File: config.mk
export PLATFORM = sky130hd
export DESIGN_NAME = rf_riscv_mp
export DESIGN_NICKNAME = d
export VERILOG_FILES = /design/src/rtl/rf_pkg.sv /design/src/rtl/rf_scoreboard.sv /design/src/rtl/rf_riscv_mp.sv
export SDC_FILE = /design/constraint.sdc
export NUM_CORES = 2
export LEC_CHECK = 0
export BUFFER_PORTS_ARGS = -buffer_cell sky130_fd_sc_hd__buf_4
export CELL_PAD_IN_SITES_DETAIL_PLACEMENT = 1
export CELL_PAD_IN_SITES_GLOBAL_PLACEMENT = 1
export CORE_MARGIN = 3
export CORE_UTILIZATION = 47
export CTS_BUF_LIST = sky130_fd_sc_hd__clkbuf_2
export CTS_CLUSTER_SIZE = 20
export DETAILED_ROUTE_END_ITERATION = 6
export MAX_ROUTING_LAYER = met4
export PLACE_DENSITY_LB_ADDON = 0.25
export SYNTH_ARGS = -nofsm -noshare
export SYNTH_HDL_FRONTEND = slang
export SYNTH_SLANG_ARGS = --single-unit
File: constraint.sdc
create_clock -name clk_i -period 2.5 [get_ports clk_i]
set_clock_uncertainty 0.15 [all_clocks]
set_input_delay 0.5 -clock clk_i [delete_from_list [all_inputs] [get_ports clk_i]]
set_output_delay 0.5 -clock clk_i [all_outputs]
set_load 0.01 [all_outputs]
File: src/rtl/rf_pkg.sv
// -----------------------------------------------------------------------------
// rf_pkg
//   Shared constants and types for the multi-port RISC-V integer register file.
//   XLEN_DEF / NREGS_DEF are the default widths used by rf_riscv_mp and
//   rf_scoreboard; reg_addr_t and xword_t describe a register index and a
//   register word for the default 32 x 32-bit configuration.
// -----------------------------------------------------------------------------
package rf_pkg;

   localparam int XLEN_DEF  = 32;
   localparam int NREGS_DEF = 32;
   localparam int AW_DEF    = $clog2(NREGS_DEF);

   typedef logic [AW_DEF-1:0]   reg_addr_t;
   typedef logic [XLEN_DEF-1:0] xword_t;

   // x0 is architecturally hardwired to zero and has no storage.
   localparam reg_addr_t ZERO_REG = '0;

endpackage : rf_pkg

File: src/rtl/rf_scoreboard.sv
// -----------------------------------------------------------------------------
// rf_scoreboard
//   Per-register busy bits for the pipelined core. A register is marked busy
//   when decode issues a producer for it and is released when writeback
//   commits a result to it. x0 is never busy.
//
// Ports
//   clk_i      in   clock, rising edge
//   rst_i      in   synchronous active-high reset, clears every busy bit
//   set        in   reserve register set_addr (issue)
//   set_addr   in   AW      register to reserve
//   clr        in   NWR     per-write-port release request
//   clr_addr   in   NWR*AW  per-write-port register to release
//   busy_vec   out  NREGS   current busy bits, bit 0 tied to 0
// -----------------------------------------------------------------------------
module rf_scoreboard
   import rf_pkg::*;
#(
   parameter  int NREGS = NREGS_DEF,
   parameter  int NWR   = 2,
   localparam int AW    = $clog2(NREGS)
) (
   input  logic              clk_i,
   input  logic              rst_i,
   input  logic              set,
   input  logic [AW-1:0]     set_addr,
   input  logic [NWR-1:0]    clr,
   input  logic [NWR*AW-1:0] clr_addr,
   output logic [NREGS-1:0]  busy_vec
);

   // Entry 0 has no storage; walking r from 1 also drops any set or clear
   // aimed at x0 without an explicit address check.
   logic [NREGS-1:1] busy_q;
   logic [NREGS-1:1] busy_d;

   always_comb begin
      // NOTE: every combinational output is given a default before any
      // conditional update so no path leaves it unassigned (no latch).
      busy_d = busy_q;
      for (int r = 1; r < NREGS; r++) begin
         for (int p = 0; p < NWR; p++) begin
            if (clr[p] && (clr_addr[p*AW +: AW] == AW'(r))) begin
               busy_d[r] = 1'b0;
            end
         end
         // Applied after the clears: a newly issued producer outranks the
         // retiring one on the same register.
         if (set && (set_addr == AW'(r))) begin
            busy_d[r] = 1'b1;
         end
      end
   end

   always_ff @(posedge clk_i) begin
      // NOTE: state registers use non-blocking assignments so every flop
      // samples the pre-edge values regardless of statement order.
      if (rst_i) begin
         busy_q <= '0;
      end else begin
         busy_q <= busy_d;
      end
   end

   assign busy_vec = {busy_q, 1'b0};

endmodule : rf_scoreboard

File: src/rtl/rf_riscv_mp.sv
// -----------------------------------------------------------------------------
// rf_riscv_mp
//   Multi-port integer register file with busy scoreboard. NRD combinational
//   read ports, NWR synchronous write ports (higher port index wins on an
//   address conflict), x0 hardwired to zero.
//
//   Optional feature: define RF_BYPASS_EN for same-cycle write-to-read
//   forwarding of data, with the busy flag of a forwarded register masked
//   unless it is being re-reserved in the same cycle.
//
// Ports
//   clk_i        in   clock, rising edge
//   rst_i        in   synchronous active-high reset
//   we_i         in   NWR        per-port write enable
//   waddr_i      in   NWR*AW     per-port write address
//   wdata_i      in   NWR*XLEN   per-port write data
//   raddr_i      in   NRD*AW     per-port read address
//   rdata_o      out  NRD*XLEN   per-port read data (combinational)
//   busy_set_i   in   reserve a destination register
//   busy_addr_i  in   AW         register to reserve
//   rbusy_o      out  NRD        busy flag of raddr_i[k]
//   busy_vec_o   out  NREGS      full scoreboard, bit 0 always 0
// -----------------------------------------------------------------------------
module rf_riscv_mp
   import rf_pkg::*;
#(
   parameter  int XLEN  = XLEN_DEF,
   parameter  int NREGS = NREGS_DEF,
   parameter  int NRD   = 2,
   parameter  int NWR   = 2,
   localparam int AW    = $clog2(NREGS)
) (
   input  logic                clk_i,
   input  logic                rst_i,
   input  logic [NWR-1:0]      we_i,
   input  logic [NWR*AW-1:0]   waddr_i,
   input  logic [NWR*XLEN-1:0] wdata_i,
   input  logic [NRD*AW-1:0]   raddr_i,
   output logic [NRD*XLEN-1:0] rdata_o,
   input  logic                busy_set_i,
   input  logic [AW-1:0]       busy_addr_i,
   output logic [NRD-1:0]      rbusy_o,
   output logic [NREGS-1:0]    busy_vec_o
);

   logic [XLEN-1:0] regs_q [NREGS-1:1];

   // ---------------------------------------------------------------- storage
   always_ff @(posedge clk_i) begin
      if (rst_i) begin
         // NOTE: the array is reset explicitly because a cleared file is
         // architecturally visible after reset; this rules out a RAM macro.
         for (int r = 1; r < NREGS; r++) begin
            regs_q[r] <= '0;
         end
      end else begin
         // Ports are visited in ascending order, so the last matching
         // non-blocking update (highest port) is the one that lands.
         for (int r = 1; r < NREGS; r++) begin
            for (int p = 0; p < NWR; p++) begin
               if (we_i[p] && (waddr_i[p*AW +: AW] == AW'(r))) begin
                  regs_q[r] <= wdata_i[p*XLEN +: XLEN];
               end
            end
         end
      end
   end

   // -------------------------------------------------------------- scoreboard
   rf_scoreboard #(
      .NREGS (NREGS),
      .NWR   (NWR)
   ) u_scoreboard (
      .clk_i    (clk_i),
      .rst_i    (rst_i),
      .set      (busy_set_i),
      .set_addr (busy_addr_i),
      .clr      (we_i),
      .clr_addr (waddr_i),
      .busy_vec (busy_vec_o)
   );

   // ------------------------------------------------------------------ reads
`ifdef RF_BYPASS_EN
   logic byp_hit;
`endif

   always_comb begin
      rdata_o = '0;
      rbusy_o = '0;
`ifdef RF_BYPASS_EN
      byp_hit = 1'b0;
`endif
      for (int k = 0; k < NRD; k++) begin
         // Address 0 matches no stored entry and therefore reads 0 / not busy.
         for (int r = 1; r < NREGS; r++) begin
            if (raddr_i[k*AW +: AW] == AW'(r)) begin
               rdata_o[k*XLEN +: XLEN] = regs_q[r];
               rbusy_o[k]              = busy_vec_o[r];
            end
         end
`ifdef RF_BYPASS_EN
         byp_hit = 1'b0;
         if (!rst_i && (raddr_i[k*AW +: AW] != AW'(ZERO_REG))) begin
            for (int p = 0; p < NWR; p++) begin
               if (we_i[p] && (waddr_i[p*AW +: AW] == raddr_i[k*AW +: AW])) begin
                  rdata_o[k*XLEN +: XLEN] = wdata_i[p*XLEN +: XLEN];
                  byp_hit                 = 1'b1;
               end
            end
         end
         // The committing write releases the register now, unless decode is
         // reserving it again in this same cycle.
         if (byp_hit && !(busy_set_i && (busy_addr_i == raddr_i[k*AW +: AW]))) begin
            rbusy_o[k] = 1'b0;
         end
`endif
      end
   end

endmodule : rf_riscv_mp

==> run summary, run 1 <==
======================================================================================
Combinational family with the most area after synthesis ................. compound AO/OA/AOI/OAI gates
Prevailing post-synth register cell ..................................... sky130_fd_sc_hd__edfxtp_1
Synth Instances .........................................................         5647
Fraction of synthesis flops using an asynchronous set or reset pin ......           0%
CTS Sinks ...............................................................         1023
Sequential cell area fraction in the yosys report .......................       51.06%
CTS H-tree depth ........................................................            5
Cell area after technology mapping ......................................   59560 um^2
Horiz. Die Dim ..........................................................     362.0 um
Number of library cell types mapped by synthesis ........................           92
Yosys warns .............................................................            0
Number of ports placed on the die boundary ..............................          192
PortBufs ................................................................          190
Leftover overflow at the end of global routing ..........................           93
Maximum number of pins on one net before global-route repair ............           53
Failing step ............................................................ global routing (5_1_grt)
Clk root buf ............................................................ sky130_fd_sc_hd__clkbuf_2
Global Route Usage Sum ..................................................       74.10%
Clock buffers created by TritonCTS ......................................          298
Placed wire-length estimate after detailed placement ....................    269800 um
Max Root-Sink Buffers ...................................................            4
Initial antenna violation count .........................................           57
Synthesized flop and latch total ........................................         1023
Worst setup endpoint after the global-route repair_timing ...............  rdata_o[23]
Mean instance size in the synthesized netlist ...........................   10.55 um^2
Classification of the worst endpoint .................................... primary output
EDFF count, synth .......................................................          992
Weighted congestion reported at the end of routability-driven placement .        1.123
Multiplexer area fraction after synthesis ...............................       1.910%
Die H ...................................................................     362.0 um
Post-synthesis adder-cell area fraction .................................           0%
Run status .............................................................. did not finish
Post-Synth Simple-Gate Area .............................................       9.359%
Starting density of the core ............................................       47.74%
Area fraction in compound gates after synthesis .........................       32.27%
Share of the synthesized netlist area taken by xor and xnor gates .......           0%
Net count after synthesis ...............................................         5741
Stop err ................................................................ [ERROR GRT-0232] Routing congestion too high. Check the congestion heatmap in the GUI.
# rows ..................................................................          129
======================================================================================
## cell usage after synthesis (all sizes together) (15+ instances only)
cell type  count  area share, %
a211oi        25           0.32
a21o          16           0.20
a21oi        279            2.4
a221o         17           0.29
a221oi        71            1.0
a222oi        47           0.79
a22o        1005             15
a22oi        172            2.2
a31oi         57           0.60
a32oi         18           0.26
buf          201            1.9
clkbuf       507            3.2
dfxtp         31            1.0
edfxtp       992             50
inv           46           0.29
mux2          17           0.32
mux2i         81            1.4
nand2        297            1.9
nand2b        36           0.38
nand3        100           0.85
nand4         22           0.23
nor2         395            2.6
nor2b         39           0.41
nor3         127            1.1
nor4          23           0.24
o2111ai       15           0.22
o211ai        41           0.52
o21ai        386            3.2
o221ai        41           0.60
o22a          24           0.35
o22ai        243            2.6
o2bb2ai       28           0.41
o31ai         23           0.29
or2           21           0.22
or3           40           0.42
## per-layer routing
layer / overflow / GRT usage (%)
met1: 3 / 76.70
met2: 56 / 89.38
met3: 1 / 53.10
met4: 33 / 69.12
met5: - / -
## timing repair
action,in CTS
hold endpoints to repair,2015
pin swaps,230
setup endpoints to repair,97
resized for setup,482
hold buffers,330
setup buffers,40
## kinds of logic after synthesis
kind of cell | after synthesis
flops | 1023
mux | 104
buf+inv | 754
compound gates | 2596
simple gates | 1169
other cells | 1
## through the flow
| stage | area (um^2) | worst slack [ns] | cells |
|---|---|---|---|
| after floorplan | 60510 | -0.2460 | 5647 |
| after global placement | 72780 | -1.885 | 8025 |
| after CTS | 81230 | -2.177 | 8845 |
| after detailed placement | 72780 | -1.828 | 8025 |
==> run 2: changes to the inputs <==
CELL_PAD_IN_SITES_DETAIL_PLACEMENT = default   (was 1)
CELL_PAD_IN_SITES_GLOBAL_PLACEMENT = default   (was 1)
CORE_UTILIZATION = 40   (was 47)
CTS_BUF_LIST = default   (was sky130_fd_sc_hd__clkbuf_2)
CTS_CLUSTER_SIZE = default   (was 20)
MAX_ROUTING_LAYER = default   (was met4)
PLACE_DENSITY_LB_ADDON = 0.15   (was 0.25)
clock period = 3.2 ns   (was 2.5 ns; I/O delays follow)
==> run 2 against run 1 <==
Compared with the run above:
- the flow now finishes, with violations (DRC, setup timing)
- area after synthesis unchanged
- synthesized cell count unchanged
==> run summary, run 2 <==
======================================================================================
Run status .............................................................. finished with violations
Failing checks .......................................................... DRC, setup timing
Starting DRT DRC Count ..................................................        11220
CTS Sinks ...............................................................         1023   unchanged
Wire length of the first global-routing pass ............................    513900 um
Smallest setup slack after layout .......................................   -0.6173 ns
Combinational family with the most area after synthesis ................. compound AO/OA/AOI/OAI gates
M2 GR Usage .............................................................       72.15%
Switching fraction of total power .......................................       30.25%
Met1 routing resource usage after global routing ........................       61.01%
Share of layout cells above drive strength 1 ............................       37.29%
Share of power burned in the clock network ..............................        37.9%
Post-Synth Simple-Gate Area .............................................       9.359%   unchanged
Clk root buf ............................................................ sky130_fd_sc_hd__clkbuf_16
Met3 track demand over resource .........................................       11.59%
DRC .....................................................................            1
Leading cell type in the layout, fill and taps excluded ................. sky130_fd_sc_hd__buf_4
Top library cells by usage in the layout, fill and taps aside ........... sky130_fd_sc_hd__buf_4, sky130_fd_sc_hd__a22o_1, sky130_fd_sc_hd__edfxtp_1
Sw power ................................................................     11480 uW
Synthesized flop and latch total ........................................         1023   unchanged
Mean instance size in the synthesized netlist ...........................   10.55 um^2   unchanged
Worst slew margin relative to its limit .................................       17.17%
Largest fanout of any net on the critical path ..........................            7
Via Count ...............................................................        64920
Avg WL per Cell .........................................................     44.33 um
Final worst path period share ...........................................       119.3%
Register containing the most flip-flops in the final layout .............       regs_q
Startpoint class of the critical path ...................................    input pin
Most used standard cell by instance count after synthesis ............... sky130_fd_sc_hd__a22o_1
Fraction of synthesis flops using an asynchronous set or reset pin ......           0%   unchanged
Max Root-Sink Buffers ...................................................            3   -1
Clock tree from TritonCTS ...............................................          yes
Number of maximum-capacitance constraint violations .....................            0
Number of library cell types mapped by synthesis ........................           92   unchanged
Area share of the leading cell type in the synthesized netlist ..........       50.01%   unchanged
Die H ...................................................................     391.9 um   +8.3%
CTS H-tree depth ........................................................            3   -2
Final routed wirelength across all metal layers .........................    385000 um
Sequential cell area fraction in the yosys report .......................       51.06%   unchanged
Worst skew pair latency .................................................      0.78 ns
Largest register FFs ....................................................          992
Area fraction in compound gates after synthesis .........................       32.27%   unchanged
Core region area ........................................................  146800 um^2
EDFF count, synth .......................................................          992   unchanged
# rows ..................................................................          140   +8.5%
Critical path endpoint category .........................................   output pin
Arrival time of data at the critical path endpoint ......................      3.03 ns
Regs by FF count ........................................................ regs_q (992), u_scoreboard.busy_q (31)
P per Cell Area ......................................................... 451.0 nW/um^2
Worst-margin pin slew ...................................................     1.242 ns
Core Util, Final ........................................................       57.35%
Post-layout min period ..................................................     3.817 ns
Final max-slew violation count ..........................................            0
Prevailing post-synth register cell ..................................... sky130_fd_sc_hd__edfxtp_1
Number of filler cells placed in the layout .............................        12430
PortBufs ................................................................          190   unchanged
Starting density of the core ............................................       40.57%   -7.2 points
Min-delay worst type ....................................................       in2reg
TNS Setup ...............................................................    -29.60 ns
Pint ....................................................................     26480 uW
Unrepaired setup endpoints after global routing .........................          yes
Multiplexer area fraction after synthesis ...............................       1.910%   unchanged
Leading cell types by total area after synthesis ........................ sky130_fd_sc_hd__edfxtp_1, sky130_fd_sc_hd__a22o_1, sky130_fd_sc_hd__clkbuf_1
Final hold violation count ..............................................            0
Cell area after technology mapping ......................................   59560 um^2   unchanged
Antenna Nets Post-Route .................................................            0
Commonest cells in the synthesized netlist .............................. sky130_fd_sc_hd__a22o_1, sky130_fd_sc_hd__edfxtp_1, sky130_fd_sc_hd__clkbuf_1
Peak clock frequency supported by timing ................................    262.0 MHz
Routing layer with the top usage in global route ........................         met2
Clock slew seen by the registers of the worst setup and hold paths ......      0.06 ns
Max incr delay on CP ....................................................      0.61 ns
Sequential Power Share ..................................................        42.8%
Net count after synthesis ...............................................         5741   unchanged
Critical path cell sequence ............................................. buf_16, or3b_4, nor2_4, buf_12, buf_12, a222oi_1, o21ai_1, o21ai_1, buf_4, o41a_1, o22ai_2, buf_4
Clock buffers created by TritonCTS ......................................          118   -60%
Post-synthesis adder-cell area fraction .................................           0%   unchanged
Vias in the first global route ..........................................        60640
Pre-Repair DR Iteration Count ...........................................            7
Final Power .............................................................     37970 uW
Die area ................................................................  153600 um^2
Master of the slowest instance on the critical path ..................... sky130_fd_sc_hd__a222oi_1
Worst Path Required .....................................................      2.41 ns
Largest area contributor in the synthesized netlist ..................... sky130_fd_sc_hd__edfxtp_1
Placed wire-length estimate after detailed placement ....................    272100 um   +0.86%
Routed via count divided by cell count ..................................        7.475
Number of nets in the finished design ...................................         6754
Logic pwr share .........................................................        19.3%
Leftover overflow at the end of global routing ..........................            0
Pleak ...................................................................   0.03066 uW
Initial antenna violation count .........................................           15
Global Route Usage Sum ..................................................       48.30%
Yosys warns .............................................................            0   unchanged
Weighted congestion reported at the end of routability-driven placement .        1.058   -5.7%
Number of ports placed on the die boundary ..............................          192   unchanged
Share of the synthesized netlist area taken by xor and xnor gates .......           0%   unchanged
Horiz. Die Dim ..........................................................     391.9 um   +8.3%
Maximum number of pins on one net before global-route repair ............           44
Peak VDD IR .............................................................    0.5063 mV
Synth Instances .........................................................         5647   unchanged
Synth-to-Final Area Change ..............................................       41.34%
Setup Viol. Count Final .................................................           66
Critical Setup Path Class ...............................................       in2out
======================================================================================
==> run 2: cell counts after synthesis <==
Identical to the previous run, type by type.
==> run 2: layout make-up <==
type,instances,area [um^2],share of cell area [%]
Inverter,46,196.4,0.2334
Clock buffer,134,3033,3.603
Clock inverter,82,934.6,1.110
Tap cell,1917,2399,2.849
Antenna cell,12,30.03,0.03567
Sequential cell,1023,30410,36.13
Multi-Input combinational cell,3870,30570,36.32
Timing Repair Buffer,1601,16600,19.73
==> run 2: logic make-up after synthesis <==
| group | count (synthesis) |
|---|---|
| multiplexers | 104 |
| other | 1 |
| AND/OR/NAND/NOR | 1169 |
| flip-flops | 1023 |
| AO/OA/AOI/OAI | 2596 |
| buffers and inverters | 754 |
==> run 2: routing by layer <==
metal  part of all wire, %  up-vias
met3                    12     1498
met2                    42     6027
li1                      -    24840
met5                 0.022        -
met4                   9.7       12
met1                    36    32540
==> run 2: power by group through the flow <==
stage	clock [uW]	sequential (uW)	combinational (uW)
floorplan	0	16100	2260
global placement	0	16400	5790
detailed placement	0	16400	5790
CTS	14400	16200	6770
global route	14800	16300	7330
finish	14400	16200	7330
==> run 2: critical path, delay by kind of cell <==
family                 cells  cell delay (ns)
and+or+nand+nor            2             0.35
AOI/OAI and AO/OA          5             1.29
buffers and inverters      5             0.72
==> run 2: worst paths after layout <==
path	from	to	slack [ns]	depth (start not counted)
max	raddr_i[1]	rdata_o[20]	-0.62	12
min	busy_addr_i[0]	u_scoreboard.busy_q[24]	0.07	2
max reg2reg	u_scoreboard.busy_q[15]	u_scoreboard.busy_q[15]	2.12	2
min reg2reg	u_scoreboard.busy_q[4]	u_scoreboard.busy_q[4]	0.37	2
==> run 2: what timing repair did <==
action	4_1_cts	5_1_grt
cloned	16	8
endpoints found under the setup margin	66	66
hold buffers	0	0
pin swaps	282	206
gates resized for setup	1049	318
setup buffers	213	84
==> run 2: stage by stage <==
stage                     instances  area, um^2  worst slack, ns  hold WS (ns)
after CTS                      8615       82140          -0.6494       0.03092
after floorplan                5647       59560          0.04207        0.3486
final                          8685       84180          -0.6173       0.06641
after detailed placement       8200       71530           -1.466        0.3495
after global routing           8674       84150          -0.6552       0.04829
after global placement         8200       71530           -1.433        0.3493
Note: power is estimated with default switching activity, not from simulation.
